[src/rtl/alu_pkg.sv]
// Shared ALU definitions: divider FSM state encodings and the default datapath width.
package alu_pkg;

    localparam int unsigned ALU_WIDTH = 32;

    typedef enum logic [1:0] {
        ST_IDLE  = 2'd0,
        ST_CALC  = 2'd1,
        ST_FIXUP = 2'd2
    } divState_e;

endpackage

[src/rtl/sub_step.sv]
// N-bit subtractor (a - b) built from 4-bit carry-lookahead groups rippled group to group.
// borrow is high when b > a (no carry out of a + ~b + 1).
module sub_step #(
    parameter int unsigned N = 33
) (
    input  logic [N-1:0] a,
    input  logic [N-1:0] b,
    output logic [N-1:0] diff,
    output logic         borrow
);

    localparam int unsigned BLK = 4;
    localparam int unsigned NB  = (N + BLK - 1) / BLK;

    logic [N-1:0] bInv;
    logic [N-1:0] g;
    logic [N-1:0] p;

    assign bInv = ~b;
    assign g    = a & bInv;
    assign p    = a ^ bInv;

    // Per group: each internal carry is a sum of generate/propagate products of the group cin.
    always_comb begin
        logic           cin;
        logic [BLK:0]   bc;
        logic           pr;
        int unsigned    base;
        int unsigned    blkW;
        diff = '0;
        cin  = 1'b1;
        bc   = '0;
        pr   = 1'b0;
        base = 0;
        blkW = 0;
        for (int unsigned blk = 0; blk < NB; blk++) begin
            base  = blk * BLK;
            blkW  = (N - base < BLK) ? (N - base) : BLK;
            bc    = '0;
            bc[0] = cin;
            for (int unsigned k = 0; k < blkW; k++) begin
                for (int unsigned j = 0; j <= k; j++) begin
                    pr = g[base + j];
                    for (int unsigned m = j + 1; m <= k; m++) begin
                        pr = pr & p[base + m];
                    end
                    bc[k + 1] = bc[k + 1] | pr;
                end
                pr = bc[0];
                for (int unsigned m = 0; m <= k; m++) begin
                    pr = pr & p[base + m];
                end
                bc[k + 1] = bc[k + 1] | pr;
            end
            for (int unsigned k = 0; k < blkW; k++) begin
                diff[base + k] = p[base + k] ^ bc[k];
            end
            cin = bc[blkW];
        end
        borrow = ~cin;
    end

endmodule

[src/rtl/seq_divider32.sv]
// Iterative restoring divider: one subtract-and-shift step per clock, signed or unsigned,
// behind a start/busy/done handshake.
module seq_divider32
    import alu_pkg::*;
#(
    parameter int unsigned WIDTH = ALU_WIDTH
) (
    input  logic             clk,
    input  logic             rst_n,
    input  logic             start,
    input  logic             isSigned,
    input  logic [WIDTH-1:0] dividend,
    input  logic [WIDTH-1:0] divisor,
    output logic             busy,
    output logic             done,
    output logic [WIDTH-1:0] quotient,
    output logic [WIDTH-1:0] remainder,
    output logic             divByZero
);

    localparam int unsigned CW = $clog2(WIDTH);

    divState_e        stateQ, stateD;
    logic [WIDTH:0]   remQ, remD;
    // Holds the dividend magnitude; quotient bits shift in as dividend bits shift out.
    logic [WIDTH-1:0] quoQ, quoD;
    logic [WIDTH-1:0] dsrQ, dsrD;
    logic [CW-1:0]    cntQ, cntD;
    logic             negQuoQ, negQuoD;
    logic             negRemQ, negRemD;
    logic             zeroQ, zeroD;
    logic [WIDTH-1:0] quotientQ, quotientD;
    logic [WIDTH-1:0] remainderQ, remainderD;
    logic             dbzQ, dbzD;
    logic             doneQ, doneD;

    logic [WIDTH:0]   shifted;
    logic [WIDTH:0]   trial;
    logic             borrow;
    logic             dvdNeg;
    logic             dsrNeg;
    logic             divZero;

    assign dvdNeg  = isSigned & dividend[WIDTH-1];
    assign dsrNeg  = isSigned & divisor[WIDTH-1];
    assign divZero = (divisor == '0);

    // Restored remainder is always below the divisor, so the dropped top bit is zero.
    assign shifted = (remQ << 1) | {{WIDTH{1'b0}}, quoQ[WIDTH-1]};

    sub_step #(
        .N (WIDTH + 1)
    ) uSubStep (
        .a      (shifted),
        .b      ({1'b0, dsrQ}),
        .diff   (trial),
        .borrow (borrow)
    );

    // FSM next-state.
    always_comb begin
        stateD = stateQ;
        unique case (stateQ)
            ST_IDLE:  if (start) stateD = divZero ? ST_FIXUP : ST_CALC;
            ST_CALC:  if (cntQ == CW'(WIDTH - 1)) stateD = ST_FIXUP;
            ST_FIXUP: stateD = ST_IDLE;
            default:  stateD = ST_IDLE;
        endcase
    end

    // Datapath next-state: operand capture, restoring step, sign fixup.
    always_comb begin
        remD       = remQ;
        quoD       = quoQ;
        dsrD       = dsrQ;
        cntD       = cntQ;
        negQuoD    = negQuoQ;
        negRemD    = negRemQ;
        zeroD      = zeroQ;
        quotientD  = quotientQ;
        remainderD = remainderQ;
        dbzD       = dbzQ;
        doneD      = 1'b0;
        unique case (stateQ)
            ST_IDLE: begin
                if (start) begin
                    remD    = '0;
                    cntD    = '0;
                    negQuoD = dvdNeg ^ dsrNeg;
                    negRemD = dvdNeg;
                    zeroD   = divZero;
                    // Divide-by-zero keeps the raw dividend for the remainder output.
                    if (divZero) begin
                        quoD = dividend;
                    end else begin
                        quoD = dvdNeg ? (WIDTH'(0) - dividend) : dividend;
                    end
                    dsrD = dsrNeg ? (WIDTH'(0) - divisor) : divisor;
                end
            end
            ST_CALC: begin
                remD = borrow ? shifted : trial;
                quoD = {quoQ[WIDTH-2:0], ~borrow};
                cntD = cntQ + CW'(1);
            end
            ST_FIXUP: begin
                doneD = 1'b1;
                if (zeroQ) begin
                    quotientD  = '1;
                    remainderD = quoQ;
                    dbzD       = 1'b1;
                end else begin
                    quotientD  = negQuoQ ? (WIDTH'(0) - quoQ) : quoQ;
                    remainderD = negRemQ ? (WIDTH'(0) - remQ[WIDTH-1:0]) : remQ[WIDTH-1:0];
                    dbzD       = 1'b0;
                end
            end
            default: ;
        endcase
    end

    // FSM state register.
    always_ff @(posedge clk or negedge rst_n) begin
        if (!rst_n) begin
            stateQ <= ST_IDLE;
        end else begin
            stateQ <= stateD;
        end
    end

    // Datapath and result registers.
    always_ff @(posedge clk or negedge rst_n) begin
        if (!rst_n) begin
            remQ       <= '0;
            quoQ       <= '0;
            dsrQ       <= '0;
            cntQ       <= '0;
            negQuoQ    <= 1'b0;
            negRemQ    <= 1'b0;
            zeroQ      <= 1'b0;
            quotientQ  <= '0;
            remainderQ <= '0;
            dbzQ       <= 1'b0;
            doneQ      <= 1'b0;
        end else begin
            remQ       <= remD;
            quoQ       <= quoD;
            dsrQ       <= dsrD;
            cntQ       <= cntD;
            negQuoQ    <= negQuoD;
            negRemQ    <= negRemD;
            zeroQ      <= zeroD;
            quotientQ  <= quotientD;
            remainderQ <= remainderD;
            dbzQ       <= dbzD;
            doneQ      <= doneD;
        end
    end

    assign busy      = (stateQ != ST_IDLE);
    assign done      = doneQ;
    assign quotient  = quotientQ;
    assign remainder = remainderQ;
    assign divByZero = dbzQ;

endmodule
[config.mk]
export PLATFORM = sky130hd
export DESIGN_NAME = seq_divider32
export DESIGN_NICKNAME = d
export VERILOG_FILES = /design/src/rtl/alu_pkg.sv /design/src/rtl/sub_step.sv /design/src/rtl/seq_divider32.sv
export SDC_FILE = /design/constraint.sdc
export NUM_CORES = 1
export LEC_CHECK = 0
export CAP_MARGIN = 30
export CORE_MARGIN = 2
export CORE_UTILIZATION = 45
export CTS_BUF_LIST = sky130_fd_sc_hd__clkbuf_4
export DETAILED_ROUTE_END_ITERATION = 8
export PLACE_DENSITY = 0.79
export SYNTH_ARGS = -nofsm -noshare
export SYNTH_HDL_FRONTEND = slang
export SYNTH_SLANG_ARGS = --single-unit
[constraint.sdc]
create_clock -name clk -period 11.8 [get_ports clk]
set_input_delay 2.36 -clock clk [delete_from_list [all_inputs] [get_ports clk]]
set_output_delay 2.36 -clock clk [all_outputs]
set_load 0.005 [all_outputs]
==> results of run 1 <==
==> through the flow <==
stage | power, W | hold slack (ps) | worst slack [ps] | std cells
after CTS | 0.00309 | 496 | 2300 | 1662
after floorplan | 0.00225 | 450 | 3540 | 1238
final | 0.00310 | 487 | 2200 | 1663
after global routing | 0.00337 | 531 | 1280 | 1663
after detailed placement | 0.00273 | 463 | 2400 | 1630
after global placement | 0.00265 | 452 | 2720 | 1627
==> logic make-up (layout without fill, tap and decap cells) <==
group	Yosys count	after routing	share of synthesized area (%)
flops	172	172	39.4
xor+xnor	137	137	11.0
other cells	0	1	0
simple gates	337	337	14.7
mux	34	34	3.12
fa+ha+maj	53	53	6.56
compound gates	367	367	20.4
buf+inv	138	243	4.77
==> area by class of cell <==
type | instances | share of cell area [%]
clock inverters | 15 | 1.26
repair buffers | 149 | 11.6
inverters | 62 | 1.82
clock buffers | 17 | 0.996
multi-input cells | 928 | 47.6
diodes | 1 | 0.0195
flip-flops and latches | 172 | 33.6
well taps | 319 | 3.12
==> synthesized netlist by cell type (all sizes together) (10+ instances only) <==
cell / number
a21oi: 70
a22oi: 16
clkbuf: 69
dfrtp: 172
ha: 46
inv: 60
mux2i: 34
nand2: 121
nand2b: 12
nand3: 19
nor2: 86
nor3: 16
o211ai: 10
o21ai: 164
o22ai: 17
o31ai: 31
o41ai: 17
or3: 21
or4: 20
xnor2: 46
xor2: 91
==> final timing paths <==
| path | from | endpoint | slack [ps] | cells after the start |
|---|---|---|---|---|
| hold reg to reg | remainder[17] | remainder[17] | 490 | 2 |
| min in group asynchronous | rst_n | dsrQ[18] | 1790 | 1 |
| setup / recovery | quoQ[31] | remQ[12] | 2200 | 51 |
| setup reg to reg | quoQ[31] | remQ[12] | 2200 | 51 |
| hold / removal | remainder[17] | remainder[17] | 490 | 2 |
| max in group asynchronous | rst_n | quotient[15] | 8670 | 3 |
==> metal layers <==
layer | global-route usage, % | vias up
li1 | - | 4557
met1 | 31.9 | 4635
met2 | 37.5 | 420
met3 | 5.35 | 59
met4 | 7.85 | 0
met5 | 0 | -
==> where the power goes <==
| part | internal [W] | switching, W |
|---|---|---|
| registers | 0.000793 | 0.000316 |
| clock network | 0.000130 | 0.000225 |
| logic | 0.000771 | 0.000866 |
==> sequential cells by signal, indices dropped and copies added (netlist names) <==
| name | flops |
|---|---|
| zeroQ | 1 |
| stateQ | 2 |
| quotient | 32 |
| cntQ | 5 |
| negRemQ | 1 |
| done | 1 |
| remainder | 32 |
| negQuoQ | 1 |
| remQ | 32 |
| dsrQ | 32 |
| quoQ | 32 |
| divByZero | 1 |
==> critical path, delay by kind of cell (launching register included) <==
kind            cells  cell delay, ps
mux                 1             160
buf+inv             9            1080
simple gates        8            1270
compound gates     25            4870
flops               1             430
fa+ha+maj           8            1670
==> out/results.txt, run 1 <==
Top metal layer carrying routed signals: met4. The run finished with clean final reports. Post-route minimum period: 9600 ps. The root buffer cell chosen for the clock tree is sky130_fd_sc_hd__clkbuf_4. The logs give 0 for the max-slew violation count and 0.941 for the global placer's final weighted congestion. The number of antenna violations at the first check in global routing is 1, and the number of DRC violations after detailed routing is 0. The final critical-path share of the clock period works out to 81.4%. TritonCTS built the clock tree. The areal power density over the cells works out to 242 nW/um2. The run gives 12800 um2 as the final cell area excluding filler cells. In the layout the commonest cells are 172 x sky130_fd_sc_hd__dfrtp_1, 164 x sky130_fd_sc_hd__o21ai_0, 133 x sky130_fd_sc_hd__clkdlybuf4s50_1. On the final layout, the worst clock skew is 23.4 ps.

The library cell used most frequently in the layout, excluding fill and tap cells, is sky130_fd_sc_hd__dfrtp_1. The placeable core area is 23600 um2. For the post-cts hold buffer count, the log shows 0.

The critical path start-end classification is reg -> reg. In this run the worst path has a maximum fanout of 20. In the final routed layout, each cell accounts on average for 18.0 um.

The tools report the distinct cell type count after synthesis as 54. The number of nets still failing antenna checks after routing came out at 0. The routed layout has 9671 vias. The logs give 17 for the clock buffer count from CTS and 9186 for the via count of the first global-routing pass.

Mean number of vias per cell: 5.82. The detailed route wirelength on metal3 is 2530 um. After the last flow step, the layout net total stands at 1451.

The logs give 1238 for the gate count of the mapped netlist and 0 for the count of buffers added by post-CTS timing repair for setup. The number of H-tree levels came out at 4. The area growth from synthesis to final layout works out to 17.4%. STA puts the critical path data arrival time at 10090 ps. The total grt overflow was 0.

The slew at the pin closest to its max-slew limit is 1020 ps. Yosys attributes the largest share of cell area to sky130_fd_sc_hd__dfrtp_1 39%, sky130_fd_sc_hd__o21ai_0 7.5%, sky130_fd_sc_hd__xor2_1 7.3%. The peak supply drop was 0.000129 V; the placement row count was 56. The multi-input gate area in the final layout is 6100 um2. The share of layout cells above drive strength 1 was 4.24%. Entering global routing, the biggest net connects 90 pins.

STA classifies the critical path startpoint as a flip-flop. During placement, the flow inserted port buffers numbering 134. Global routing consumed, over all layers together, 23.6% of the routing resources.

The fraction of the yosys area taken by sequential cells is 39.4%, and the cell area after synthesis is 10900 um2. The number of hold violations in the final report came out at 0. Total met2 wirelength after detailed routing: 13700 um. The worst endpoint required time is 12290 ps. The cell at the slowest stage of the critical path is sky130_fd_sc_hd__nand2_1. The total of fill cells in the finished design was 2092; the clock transition time at the flip-flop clock pins of the worst setup and hold paths was 140 ps.

The run gives 0 as the number of instances resized during post-cts repair. The die is 160 um wide. The number of nets in the synthesized netlist is 1359. The die is 160 um tall. The tools report the number of DRC markers in iteration 0 as 1051. The tightest min-delay check is of the reg -> reg type. The Yosys warning count is 0, and the number of search-and-repair iterations in the first detailed-routing pass is 5. The initial utilization of the core area, before any placement, comes to 46.2%. The I/O pin count is 135, and the register area is 4300 um2. The detailed router put a total of 12900 um of wire on met1. The first-pass GRT wire length came out at 48600 um. Setup repair after global routing left no endpoint under its margin. In this run the mean area of a mapped cell was 8.82 um2. For the worst-skew pair, the clock arrives at the later sink with an insertion delay of 610 ps. The number of maximum-capacitance constraint violations is 0, and the total placed instance area is 12500 um2. The number of sinks on the clock net was 172. The sum of net half-perimeters after detailed placement came out at 22000 um. The worst setup path is captured at a flip-flop. The number of endpoints failing setup at the final stage is 0, and the cell leakage power is 5.39 nW. Yosys mapped a number of flops with a built-in enable equal to 0. The synthesized design contains 172 register bits.

After routing, the total negative slack on setup checks comes to 0 ps. The maximum single-stage delay on the critical path works out to 530 ps. The logs give 31.7% for the worst slew slack as a fraction of its limit and 54.3% for the post-route core utilization. Summed over all layers, the routed wires come to 30000 um.

Commonest register cell after synthesis: sky130_fd_sc_hd__dfrtp_1. Counting along the longest clock path gives a buffer depth of 2. Most area-hungry cell type in the Yosys netlist: sky130_fd_sc_hd__dfrtp_1. The share of flip-flops with an asynchronous set or reset after synthesis is 100%, and the overall die area is 25500 um2.

The top-area cell type share of the netlist area is 39.4%, and the highest clock frequency the design can meet is 104 MHz.
(Power assumes the default switching activity.)
==> run 2: changes to the inputs <==
Clock period 11.8 ns to 9.1 ns, I/O delays scaled along.
==> run 2 against run 1 <==
Effect of this change: worst setup slack got worse by 1800 ps; power up 34%; sequential share of layout area decreased by 0.18 points; routed wire length increased by 3.1%; final area rose by 0.55%; critical path depth unchanged.
==> out/results.txt, run 2 (synthesis results as in run 1) <==
The worst endpoint required time was 9590 ps; the via count was 9802. The post-route minimum period was 8660 ps; the routed length per placed instance was 18.6 um. The final sum of negative setup slack is 0 ps, and the pin count of the biggest net entering global routing is 107. The total grt overflow was 0; the maximum single-stage delay on the critical path was 440 ps. Timing analysis after detailed placement gives a worst setup slack of -2.99 ps. The floorplan step defined a die boundary enclosing 25500 um2. The worst register-to-register path has a depth of 51. The deepest clock path buffer count came out at 2. The peak supply drop came out at 0.000141 V. TritonCTS built the clock tree. Total of fill cells in the finished design: 2098. For the clock latency on the worst-skew pair, the log shows 600 ps.

Counting every sink on the clock net gives 172. The worst path uses 95.2% of the clock period. The tools report the cell leakage power as 5.41 nW. The vertical die dimension works out to 160 um.

The number of H-tree levels came out at 4. The worst path meets setup with 440 ps of slack. The logs give 30900 um for the total length of routed wires and 9542 for the via count of the first global-routing pass. The worst setup path is captured at a flip-flop.

The share of layout cells above drive strength 1 is 5.28%. Cell at the slowest stage of the critical path: sky130_fd_sc_hd__dfrtp_1. After detailed routing, the wire length on met1 is 13500 um.

Areal power density over the cells: 322 nW/um2. Global routing used 24.0% of the available tracks across all layers. The tree is rooted in a sky130_fd_sc_hd__clkbuf_4. Between clock sinks in the finished design, the worst skew comes to 20.8 ps.

The total met2 wirelength after detailed routing came out at 14300 um. In the detailed route, the total length drawn on met3 is 2290 um. The region available for standard cell placement spans 23600 um2. Max-slew violation count: 0.

The detail route stage leaves a number of antenna-violating nets equal to 0. The library cell used most frequently in the layout, excluding fill and tap cells, is sky130_fd_sc_hd__dfrtp_1. The number of maximum-capacitance constraint violations is 0, and the number of DRC markers in iteration 0 is 930. The net count of the finished layout is 1454. Data arrives at the worst endpoint at 9150 ps. Sum of net half-perimeters after detailed placement: 22300 um. The reg-to-reg critical path endpoint was remQ[24]. After clock tree synthesis, the flow added hold-fix buffers numbering 0. The run finished with clean final reports. The initial utilization of the core area, before any placement, comes to 46.2%. STA classifies the critical path startpoint as a flip-flop. The clock transition time at the flip-flop clock pins of the worst setup and hold paths works out to 150 ps.

The tools report the highest clock frequency the design can meet as 115 MHz. Capture endpoint of the worst hold path: dsrQ[19]. In the routed layout, each cell is associated on average with a via count of 5.88. The area growth from synthesis to final layout came out at 18.0%. The reg-to-reg critical path startpoint is quoQ[31]. The logs give 2 for the number of antenna violations at the first check in global routing and 0 for the number of DRC violations after detailed routing.

The highest metal layer carrying signal wires in the routed design is met4. The number of hold violations in the final report came out at 0. The worst pin sits at a relative slew slack of 29.4%. The count of buffers added on input and output ports is 134. During I/O placement, the number of pins put on the boundary was 135. Horizontal die dimension: 160 um. The worst min-delay path class was reg -> reg.

The library cells used most frequently in the layout, excluding fill and tap cells, are 172 x sky130_fd_sc_hd__dfrtp_1, 158 x sky130_fd_sc_hd__o21ai_0, 133 x sky130_fd_sc_hd__clkdlybuf4s50_1. The worst hold path begins at dsrQ[19]. Setup violations remaining at the end of the flow were counted as 0.

The worst hold path cell count came out at 2. The critical path start-end classification was reg -> reg. In this run the worst path has a maximum fanout of 20.

Before antenna repair, the detailed router went through 7 iterations. The slew at the pin closest to its max-slew limit came out at 1060 ps. The placement row count is 56.

The tools report the register-to-register path setup slack as 440 ps. Routability-driven placement finished with a final weighted congestion of 0.917. In this run, CTS created clock tree buffers numbering 17. The run gives 49800 um as the first-pass GRT wire length.
-- run 2: changes by cell type in the layout (fill, tap and decap cells not counted), moves of 2 or more --
cell                         previous run  this run
sky130_fd_sc_hd__clkinvlp_4             1         3
sky130_fd_sc_hd__a21oi_1               70        63
sky130_fd_sc_hd__clkbuf_4              17        19
sky130_fd_sc_hd__inv_8                  3         0
sky130_fd_sc_hd__o21ai_1                0         5
sky130_fd_sc_hd__a21oi_2                0         7
sky130_fd_sc_hd__clkinv_1               5         2
sky130_fd_sc_hd__o21ai_0              164       158
-- run 2: layout make-up --
cell class              count  area [um2]  area share, %
diodes                      2        5.00         0.0389
multi-input cells         928        6130           47.6
inverters                  62         233           1.81
well taps                 319         399           3.10
clock buffers              19         143           1.11
flip-flops and latches    172        4300           33.4
repair buffers            152        1530           11.9
clock inverters            12         140           1.09
-- run 2: worst max-delay path by stage --
| stage | from | endpoint | slack, ps |
|---|---|---|---|
| after CTS | quoQ[31] | remQ[24] | 20 |
| after global routing | quoQ[31] | remQ[16] | -120 |
| after detailed placement | quoQ[31] | remQ[24] | -3 |
| final | quoQ[31] | remQ[24] | 440 |
| after global placement | quoQ[31] | remQ[24] | 570 |
| after floorplan | quoQ[31] | remQ[24] | 840 |
-- run 2: power breakdown --
group / switching, W / internal [W]
clock: 0.000287 / 0.000171
sequential: 0.000421 / 0.00103
combinational: 0.00118 / 0.00105
total: 0.00189 / 0.00225
-- run 2: what timing repair did --
action | 4_1_cts | 5_1_grt
buffers inserted | 0 | 2
resized for setup | 1 | 18
cloned | 0 | 0
setup endpoints to repair | 6 | 33
pin swaps | 0 | 2
-- run 2: layer usage --
metal  track usage, %  vias to the layer above
li1                 -                     4570
met1             32.9                     4729
met2             37.9                      428
met3             4.96                       75
met4             8.64                        0
met5                0                        -
-- run 2: worst max-delay path, delay by kind of cell, from the launching register on --
| family | cells | cell delay, ps |
|---|---|---|
| and+or+nand+nor | 8 | 870 |
| muxes | 1 | 140 |
| buffers and inverters | 9 | 770 |
| AOI/OAI and AO/OA | 25 | 4640 |
| DFF | 1 | 440 |
| adders and majority gates | 8 | 1680 |
-- run 2: metrics by stage --
stage	total power [W]	util, %	area (um2)	hold slack, ps	instances
4_1_cts	0.00402	54.2	12800	500	1661
3_3_place_gp	0.00343	52.8	12500	451	1628
3_5_place_dp	0.00357	53.0	12500	470	1630
5_1_grt	0.00447	54.6	12900	517	1666
6_report	0.00414	54.6	12900	494	1666
2_1_floorplan	0.00292	-	10900	450	1238
